## config.mk

```make
export PLATFORM = sky130hd
export DESIGN_NAME = bsg_acm_input_deserializer
export DESIGN_NICKNAME = d
export VERILOG_FILES = /design/src/rtl/bsg_acm_pkg.sv /design/src/rtl/bsg_acm_beat_assembler.sv /design/src/rtl/bsg_acm_input_deserializer.sv
export SDC_FILE = /design/constraint.sdc
export NUM_CORES = 1
export LEC_CHECK = 0
export CAP_MARGIN = 20
export CELL_PAD_IN_SITES_DETAIL_PLACEMENT = 1
export CELL_PAD_IN_SITES_GLOBAL_PLACEMENT = 1
export CORE_AREA = 2 2 117 119
export CTS_CLUSTER_DIAMETER = 40
export DETAILED_ROUTE_END_ITERATION = 16
export DIE_AREA = 0 0 119 121
export PLACE_DENSITY = 0.69
export SLEW_MARGIN = 20
export SYNTH_ARGS = -nofsm -noshare
export SYNTH_HDL_FRONTEND = slang
export SYNTH_SLANG_ARGS = --single-unit
```

## constraint.sdc

```tcl
create_clock -name clk_i -period 10.15 [get_ports clk_i]
set_input_delay 3.045 -clock clk_i [delete_from_list [all_inputs] [get_ports clk_i]]
set_output_delay 3.045 -clock clk_i [all_outputs]
set_load 0.05 [all_outputs]
```

## src/rtl/bsg_acm_pkg.sv

```systemverilog
// Shared sizing helpers and packet-layout constants for the ACM input path.
// Build option: BSG_ACM_INPUT_CHECKSUM_EN adds one XOR trailer beat per packet.
package bsg_acm_pkg;

  // Width needed to index x values, never less than one bit.
  function automatic int acm_safe_clog2(input int x);
    return (x <= 1) ? 1 : $clog2(x);
  endfunction

  // Ceiling division for beat counts.
  function automatic int acm_cdiv(input int a, input int b);
    return (a + b - 1) / b;
  endfunction

  // Bits needed to carry any iteration count 0..max_len.
  function automatic int acm_iter_width(input int max_len);
    return acm_safe_clog2(max_len + 1);
  endfunction

  // Total packet payload: pixel bits plus the iteration field.
  function automatic int acm_payload_width(input int board, input int pixel, input int max_len);
    return board * board * pixel + acm_iter_width(max_len);
  endfunction

  // Number of data beats needed to carry one payload.
  function automatic int acm_data_beats(input int payload, input int link);
    return acm_cdiv(payload, link);
  endfunction

  // The iteration count sits at the bottom of beat 0; pixels follow directly above.
  localparam int acm_iter_lsb_gp = 0;

  function automatic int acm_pix_lsb(input int max_len);
    return acm_iter_lsb_gp + acm_iter_width(max_len);
  endfunction

  // Trailer beats appended per packet; a trailer is one full link beat wide.
`ifdef BSG_ACM_INPUT_CHECKSUM_EN
  localparam int acm_chk_beats_gp = 1;
`else
  localparam int acm_chk_beats_gp = 0;
`endif

  // What happens to an assembled packet in a given cycle.
  typedef enum logic [1:0] {
    ACM_XFER_NONE = 2'd0,
    ACM_XFER_LOAD = 2'd1,
    ACM_XFER_DROP = 2'd2
  } acm_xfer_e;

endpackage

```

## src/rtl/bsg_acm_beat_assembler.sv

```systemverilog
// Collects link beats into one packet buffer and flags it full when complete.
// Build option: BSG_ACM_INPUT_CHECKSUM_EN adds a running XOR checked against a trailer beat.
module bsg_acm_beat_assembler
  import bsg_acm_pkg::*;
#(
  parameter int link_width_p = 64,
  parameter int beats_p      = 2
) (
  input  logic                              clk_i,
  input  logic                              reset_i,
  input  logic [link_width_p-1:0]           data_i,
  input  logic                              v_i,
  output logic                              ready_o,
  output logic                              full_o,
  output logic [beats_p*link_width_p-1:0]   data_o,
  output logic                              chk_ok_o,
  input  logic                              yumi_i
);

  localparam int total_beats_lp = beats_p + acm_chk_beats_gp;
  localparam int cnt_width_lp   = acm_safe_clog2(total_beats_lp);
  localparam logic [cnt_width_lp-1:0] last_cnt_lp = cnt_width_lp'(total_beats_lp - 1);

  logic [cnt_width_lp-1:0] cnt_q, cnt_d;
  logic                    full_q, full_d;
  logic                    rst_hold_q;
  logic [link_width_p-1:0] slot_q [beats_p];
  logic                    accept;
  logic                    last_beat;

  // Hold off the link while in reset and for the first cycle after it.
  assign ready_o   = ~full_q & ~reset_i & ~rst_hold_q;
  assign accept    = v_i & ready_o;
  assign last_beat = (cnt_q == last_cnt_lp);
  assign full_o    = full_q;

  // Next state for the beat counter and the full flag.
  always_comb begin
    cnt_d  = cnt_q;
    full_d = full_q;
    if (accept) begin
      cnt_d = last_beat ? '0 : cnt_q + cnt_width_lp'(1);
    end
    // Full is only ever set while not full (ready_o is low when full), so
    // clearing and setting never collide.
    if (full_q && yumi_i) begin
      full_d = 1'b0;
    end else if (accept && last_beat) begin
      full_d = 1'b1;
    end
  end

  // Control state register.
  always_ff @(posedge clk_i) begin
    rst_hold_q <= reset_i;
    if (reset_i) begin
      cnt_q  <= '0;
      full_q <= 1'b0;
    end else begin
      cnt_q  <= cnt_d;
      full_q <= full_d;
    end
  end

  // Slot write: the counter selects which beat slot captures the incoming data.
  always_ff @(posedge clk_i) begin
    for (int i = 0; i < beats_p; i++) begin
      if (accept && (cnt_q == cnt_width_lp'(i))) begin
        slot_q[i] <= data_i;
      end
    end
  end

  for (genvar g = 0; g < beats_p; g++) begin : g_pack
    assign data_o[g*link_width_p +: link_width_p] = slot_q[g];
  end

`ifdef BSG_ACM_INPUT_CHECKSUM_EN
  logic [link_width_p-1:0] xor_q, xor_d;
  logic                    chk_ok_q, chk_ok_d;

  // Running XOR restarts on beat 0 and is compared against the trailer beat.
  always_comb begin
    xor_d    = xor_q;
    chk_ok_d = chk_ok_q;
    if (accept) begin
      if (last_beat) begin
        chk_ok_d = (xor_q == data_i);
      end else if (cnt_q == '0) begin
        xor_d = data_i;
      end else begin
        xor_d = xor_q ^ data_i;
      end
    end
  end

  // Checksum datapath registers.
  always_ff @(posedge clk_i) begin
    xor_q    <= xor_d;
    chk_ok_q <= chk_ok_d;
  end

  assign chk_ok_o = chk_ok_q;
`else
  assign chk_ok_o = 1'b1;
`endif

endmodule

```

## src/rtl/bsg_acm_input_deserializer.sv

```systemverilog
// Input deserializer for the ACM encryptor: assembles link beats into
// {pixels, iters}, range-checks the count and hands it to a registered output.
// Build option: BSG_ACM_INPUT_CHECKSUM_EN enables the XOR trailer check.
module bsg_acm_input_deserializer
  import bsg_acm_pkg::*;
#(
  parameter int link_width_p      = 64,
  parameter int board_width_p     = 8,
  parameter int pixel_width_p     = 1,
  parameter int max_game_length_p = 255
) (
  input  logic                                                 clk_i,
  input  logic                                                 reset_i,
  input  logic [link_width_p-1:0]                              data_i,
  input  logic                                                 v_i,
  output logic                                                 ready_o,
  output logic [board_width_p*board_width_p*pixel_width_p-1:0] data_o,
  output logic [acm_iter_width(max_game_length_p)-1:0]         iters_o,
  output logic                                                 v_o,
  input  logic                                                 ready_i,
  output logic                                                 err_o
);

  localparam int pix_width_lp  = board_width_p * board_width_p * pixel_width_p;
  localparam int iter_width_lp = acm_iter_width(max_game_length_p);
  localparam int payload_lp    = acm_payload_width(board_width_p, pixel_width_p, max_game_length_p);
  localparam int beats_lp      = acm_data_beats(payload_lp, link_width_p);
  localparam int asm_width_lp  = beats_lp * link_width_p;

  logic [asm_width_lp-1:0]  asm_data;
  logic                     asm_full;
  logic                     asm_chk_ok;
  logic                     asm_yumi;
  logic [iter_width_lp-1:0] asm_iters;
  logic [pix_width_lp-1:0]  asm_pix;
  logic [31:0]              asm_iters_ext;
  logic                     range_ok;

  bsg_acm_beat_assembler #(
    .link_width_p (link_width_p),
    .beats_p      (beats_lp)
  ) assembler (
    .clk_i    (clk_i),
    .reset_i  (reset_i),
    .data_i   (data_i),
    .v_i      (v_i),
    .ready_o  (ready_o),
    .full_o   (asm_full),
    .data_o   (asm_data),
    .chk_ok_o (asm_chk_ok),
    .yumi_i   (asm_yumi)
  );

  assign asm_iters = asm_data[acm_iter_lsb_gp +: iter_width_lp];
  assign asm_pix   = asm_data[acm_pix_lsb(max_game_length_p) +: pix_width_lp];

  // Padding MSBs of the final beat carry no information.
  if (asm_width_lp > payload_lp) begin : g_pad
    logic unused_pad;
    assign unused_pad = ^asm_data[asm_width_lp-1:payload_lp];
  end

  // Compare at 32 bits so a field that cannot exceed the limit still elaborates cleanly.
  assign asm_iters_ext = 32'(asm_iters);
  assign range_ok      = (asm_iters_ext <= 32'(max_game_length_p));

  acm_xfer_e                xfer;
  logic                     out_v_q, out_v_d;
  logic                     err_q, err_d;
  logic [pix_width_lp-1:0]  data_q;
  logic [iter_width_lp-1:0] iters_q;

  // Transfer decision: a complete packet leaves assembly once the output stage
  // is empty or draining this cycle; faulty packets are discarded instead of loaded.
  always_comb begin
    xfer = ACM_XFER_NONE;
    if (asm_full && (!out_v_q || ready_i)) begin
      xfer = (range_ok && asm_chk_ok) ? ACM_XFER_LOAD : ACM_XFER_DROP;
    end
    asm_yumi = (xfer != ACM_XFER_NONE);
    out_v_d  = (xfer == ACM_XFER_LOAD) || (out_v_q && !ready_i);
    err_d    = (xfer == ACM_XFER_DROP);
  end

  // Output-stage control registers.
  always_ff @(posedge clk_i) begin
    if (reset_i) begin
      out_v_q <= 1'b0;
      err_q   <= 1'b0;
    end else begin
      out_v_q <= out_v_d;
      err_q   <= err_d;
    end
  end

  // Output-stage data: only overwritten by a load, so it holds through a stall.
  always_ff @(posedge clk_i) begin
    if (xfer == ACM_XFER_LOAD) begin
      data_q  <= asm_pix;
      iters_q <= asm_iters;
    end
  end

  assign v_o     = out_v_q;
  assign err_o   = err_q;
  assign data_o  = data_q;
  assign iters_o = iters_q;

endmodule

```

After elaboration in Yosys (flattened, before gate mapping)
Memories as Yosys holds them, arrays and structs flattened. A register that Yosys moved wholly into a read port is not among the register bits.
Index checks and enable logic that the tools add are counted.
Widths: inputs -> output; s select.

storage, ports and cells
  RAM bits = 128
  register bits = 77
  input bits = 68
  output and inout bits = 75
  word-level logic and storage cells = 41
  memories kept = 1

operators by class
  bitwise operators = 7
  $lt $le $gt $ge = 1
  equal/unequal tests = 2
  multiplexer cells = 10
  reductions and logical operators = 12
  add/subtract/negate cells = 1

memory list
  memory            words  bits a word  read ports  clocked after Yosys merged registers in  wr ports  RTL line                      RTL
  assembler.slot_q  2      64           2           1                                        1         bsg_acm_beat_assembler.sv:27  logic [link_width_p-1:0] slot_q [beats_p];

operators with widths
  kind                 count
  $mux 64              1
  $reduce_or 64->1     1
  $le 8x8->1 const B   1
  $mux 1               7
  $logic_and 1x1->1    5
  $mux 2               2
  $not 1->1            4
  $and 1x1->1          3
  $eq 2x1->1 const B   1
  $eq 2x2->1 const B   1
  $logic_not 1->1      2
  $logic_or 1x1->1     2
  $reduce_bool 2->1    1
  $reduce_or 2->1      1
  $add 1x1->1 const B  1

Logic depth before layout (Yosys ltp)
  depth after elaboration = 9
  gate-level depth with buffers = 2
  gate-level depth less buffers = 2

By module
From an unflattened synthesis, not the netlist that was laid out.

second synthesis, totals
  cells, all modules = 225
  area, all modules = 6244.7 µm²

by module, submodules not included
  module                      area an instance (µm²)  cells each  sequential area each (µm²)  instances
  bsg_acm_beat_assembler      3997.6                  144         3903.7                      1
  bsg_acm_input_deserializer  2247.2                  81          2202.1                      1

Least setup slack after synthesis
OpenSTA, ideal clock, no wires.

  path kind = input to register
  start point = in v_i
  end point = mem assembler.slot_q[0][0], enable pin
  stages = 2
  library setup time = 565 ps
  required time = 9585 ps
  data arrival time = 7786 ps
  buffers on the path = 0
  slack = 1799 ps
  cells stage by stage = or3b_4 > nor3_1

between the ends
  longest elaborated chain between the ends = 6
  elaborated cells between the ends (all ways) = 10
  those cells by class = mux: 6; bitwise: 1; reduce/logical: 3

RTL lines
  item                          RTL line                          RTL
  start: declaration            bsg_acm_input_deserializer.sv:15  input logic v_i,
  $and 1x1->1 (*)               bsg_acm_beat_assembler.sv:33      assign accept = v_i & ready_o;
  $logic_and 1x1->1             bsg_acm_beat_assembler.sv:68      if (accept && (cnt_q == cnt_width_lp'(i))) begin
  $mux 1                        bsg_acm_beat_assembler.sv:68
  $mux 1 (not written as such)  bsg_acm_beat_assembler.sv:69      slot_q[i] <= data_i;
  $reduce_or 64->1 (no line)    --
  $mux 1 (no line)              --
  end: declaration              bsg_acm_beat_assembler.sv:27

Every way passes the cells marked *; elsewhere a longest branch is shown, timed or not.

Final worst setup path
  start point = in reset_i
  end point = out ready_o

between the ends
  longest elaborated chain between the ends = 3

RTL lines
  item                       RTL line                          RTL
  start: declaration         bsg_acm_input_deserializer.sv:13  input logic reset_i,
  $not 1->1                  bsg_acm_beat_assembler.sv:32      assign ready_o = ~full_q & ~reset_i & ~rst_hold_q;
  $and 1x1->1 (2 in series)  bsg_acm_beat_assembler.sv:32
  end: declaration           bsg_acm_input_deserializer.sv:16  output logic ready_o,

Every way passes these cells.

==> results.md <==
- Post-synth EDFFs: 144
- Syn_area_per_cell: 27.5 µm²
- Die area: 14400 µm²
- Via count: 2130
- Mapped Cells: 164
- CP Class: in2out
- GP Congestion: 0.655
- Pre-antenna DRT Iters: 5
- Ports: 143
- Remaining Overflow, GRT: 0
- Die W: 119 µm
- Mapped Nets: 232
- Final hold vios: 0
- GRT Overall Usage: 12.4%
- Static leakage: 2.21 nW
- Met3 wire length: 509 µm
- Final Worst Setup Slack: 2.41 ns
- Crit start category: input pin
- Maximum Capacitance Violations: 0
- #FFs+latches synth: 148
- CTS tree: yes
- Pin count of the biggest net entering global routing: 73
- Relative slew margins: 36.0%
- Internal power: 1.07 mW
- CP Capture Type: output port
- Fillers: 1191
- Placed inst area: 6170 µm²
- CP peak stage delay: 0.84 ns
- Clock sinks: 148
- Final Non-Filler Cells: 513
- Postcts setup bufs: 0
- Initial Util: 34.5%
- Place WS: 2.42 ns
- WL met2: 4580 µm
- Total net switching power: 0.262 mW
- Highest-count cells in the layout ignoring fill and taps: edfxtp_1, clkdlybuf4s50_1, clkbuf_16, dfxtp_1, clkinv_4
- Final Skew: 0.00981 ns
- Row cnt: 42
- Layout area overhead: 49.1%
- Critical Path Most Common Cell: clkdlybuf4s50_1
- Vias per inst: 4.15
- Routed length per instance: 16.7 µm
- Global-route wire length before repair: 12900 µm
- CTS Root Buffer Type: clkbuf_16
- Die Ht: 121 µm
- Crit path required time: 7.11 ns
- RSZ-0062 raised after global routing: false
- Cells after DPL: 482
- Max Transition Viols Final: 0
- Ys async rst share: 0%
- Seq pwr share: 51.4%
- Post-route cell area: 6730 µm²
- Final Net Count: 393
- Crit path max fanout: 8
- Max Clock Freq: 0.129 GHz
- Vias in the first global route: 2275
- Status: finished clean
- DRC Markers: 0
- Ys flop type: edfxtp_1
- Clk network pwr share: 44.7%
- Initial DRC count: 99
- Comb pwr share: 3.9%
- Mapped Area: 4520 µm²
- Yosys Warn Count: 0
- VDD IR max: 0.114 mV
- Antenna violations before repair: 0
- # setup viols final: 0
- Hold_ws: 0.417 ns
- Inserted Clock Buffers: 17
- DRT Wirelength: 8590 µm
- Post-synthesis sequential area ratio: 97.5%
- Max layer used: met4
- Most common library cell in the layout ignoring fill and taps: edfxtp_1
- WL met1: 3340 µm
- Worst skew pair latency: 0.41 ns
- Crit share post-route: 76.2%
- Crit-path cells: clkdlybuf4s50_1 > nor3_1 > clkdlybuf4s50_1
- Post-CTS resize count: 0
- Hold Path Depth: 0
- CP max-delay cell: clkdlybuf4s50_1
- PwrDens: 198 nW/µm²
- ANT nets after route: 0
- Clock buffer depth: 2
- Hpwl dp: 5880 µm
- H-tree levels: 4
- Worst Path Arrival: 4.69 ns
- # hold bufs at CTS: 0
- Crit path time final: 7.74 ns
- Worst-margin pin slew: 0.960 ns
- Share of post-route cells with drive strength above 1: 10.7%
- Synth cell types: 16
- Setup TNS: 0 ns
- Core Region: 13100 µm²
- Hold crit path type: reg2reg
- Number of diodes: 0
- CTS clk-pin slew, worst paths: 0.05 ns
- IO Port Bufs: 141
- Reg2reg path depth: 2
- Sw Ratio: 19.6%
==> synthesized netlist by cell type (2+ instances only) <==
library cell / instances / area share (%)
nor3_1: 2 / 0.22
edfxtp_1: 144 / 96
a21oi_1: 2 / 0.22
dfxtp_1: 4 / 1.8
==> registers in the layout, summed over array words and instances, names as in the netlist <==
name	count
assembler.slot_q	72
data_o	64
assembler.rst_hold_q	1
assembler.cnt_q	1
iters_o	8
v_o	1
assembler.full_o	1
==> stage by stage <==
step	util [%]	total power [mW]
after floorplan	-	0.716
after global placement	47.1	0.748
after detailed placement	47.1	0.751
after CTS	51.5	1.35
after global routing	51.5	1.37
final	51.5	1.33
==> metal layers <==
layer | GRT usage (%) | vias up
li1 | - | 983
met1 | 13.3 | 1043
met2 | 21.3 | 90
met3 | 5.03 | 14
met4 | 6.10 | 0
met5 | 0 | -
==> kinds of logic (layout without fill, tap and decap cells) <==
family / count (synthesis) / after routing / synth area share, %
compound gates: 2 / 2 / 0.222
buf+inv: 2 / 175 / 0.249
flops: 148 / 148 / 97.5
mux: 1 / 1 / 0.332
other cells: 1 / 1 / 0.0830
simple gates: 10 / 10 / 1.58
==> worst max-delay path: cells and delay by family <==
kind / cells / cell delay, ns
simple gates: 1 / 0.25
buf+inv: 2 / 1.40
==> final cells by class <==
cell class / count / area (µm²) / share of cell area [%]
Timing Repair Buffer: 143 / 1430 / 21.2
Tap cell: 176 / 220 / 3.27
Clock buffer: 19 / 433 / 6.43
Inverter: 1 / 3.75 / 0.0558
Multi-Input combinational cell: 14 / 111 / 1.65
Clock inverter: 12 / 134 / 1.99
Sequential cell: 148 / 4400 / 65.4
==> path summary, 6_finish.rpt <==
path / from / to / slack (ns)
setup / recovery: reset_i / ready_o / 2.41
setup reg to reg: assembler.full_o$_SDFFE_PP0P_ / assembler.slot_q[1][3]$_DFFE_PP_ / 8.35
hold / removal: assembler.slot_q[1][1]$_DFFE_PP_ / data_o[57]$_DFFE_PN_ / 0.42
hold reg to reg: assembler.slot_q[1][1]$_DFFE_PP_ / data_o[57]$_DFFE_PN_ / 0.42
==> power groups by stage <==
stage | clock network, mW | logic [mW] | registers (mW)
finish | 0.596 | 0.0521 | 0.685
global route | 0.632 | 0.0553 | 0.686
CTS | 0.611 | 0.0529 | 0.685
detailed placement | 0 | 0.0527 | 0.698
global placement | 0 | 0.0514 | 0.697
floorplan | 0 | 0.00814 | 0.707
(Power assumes the default switching activity.)
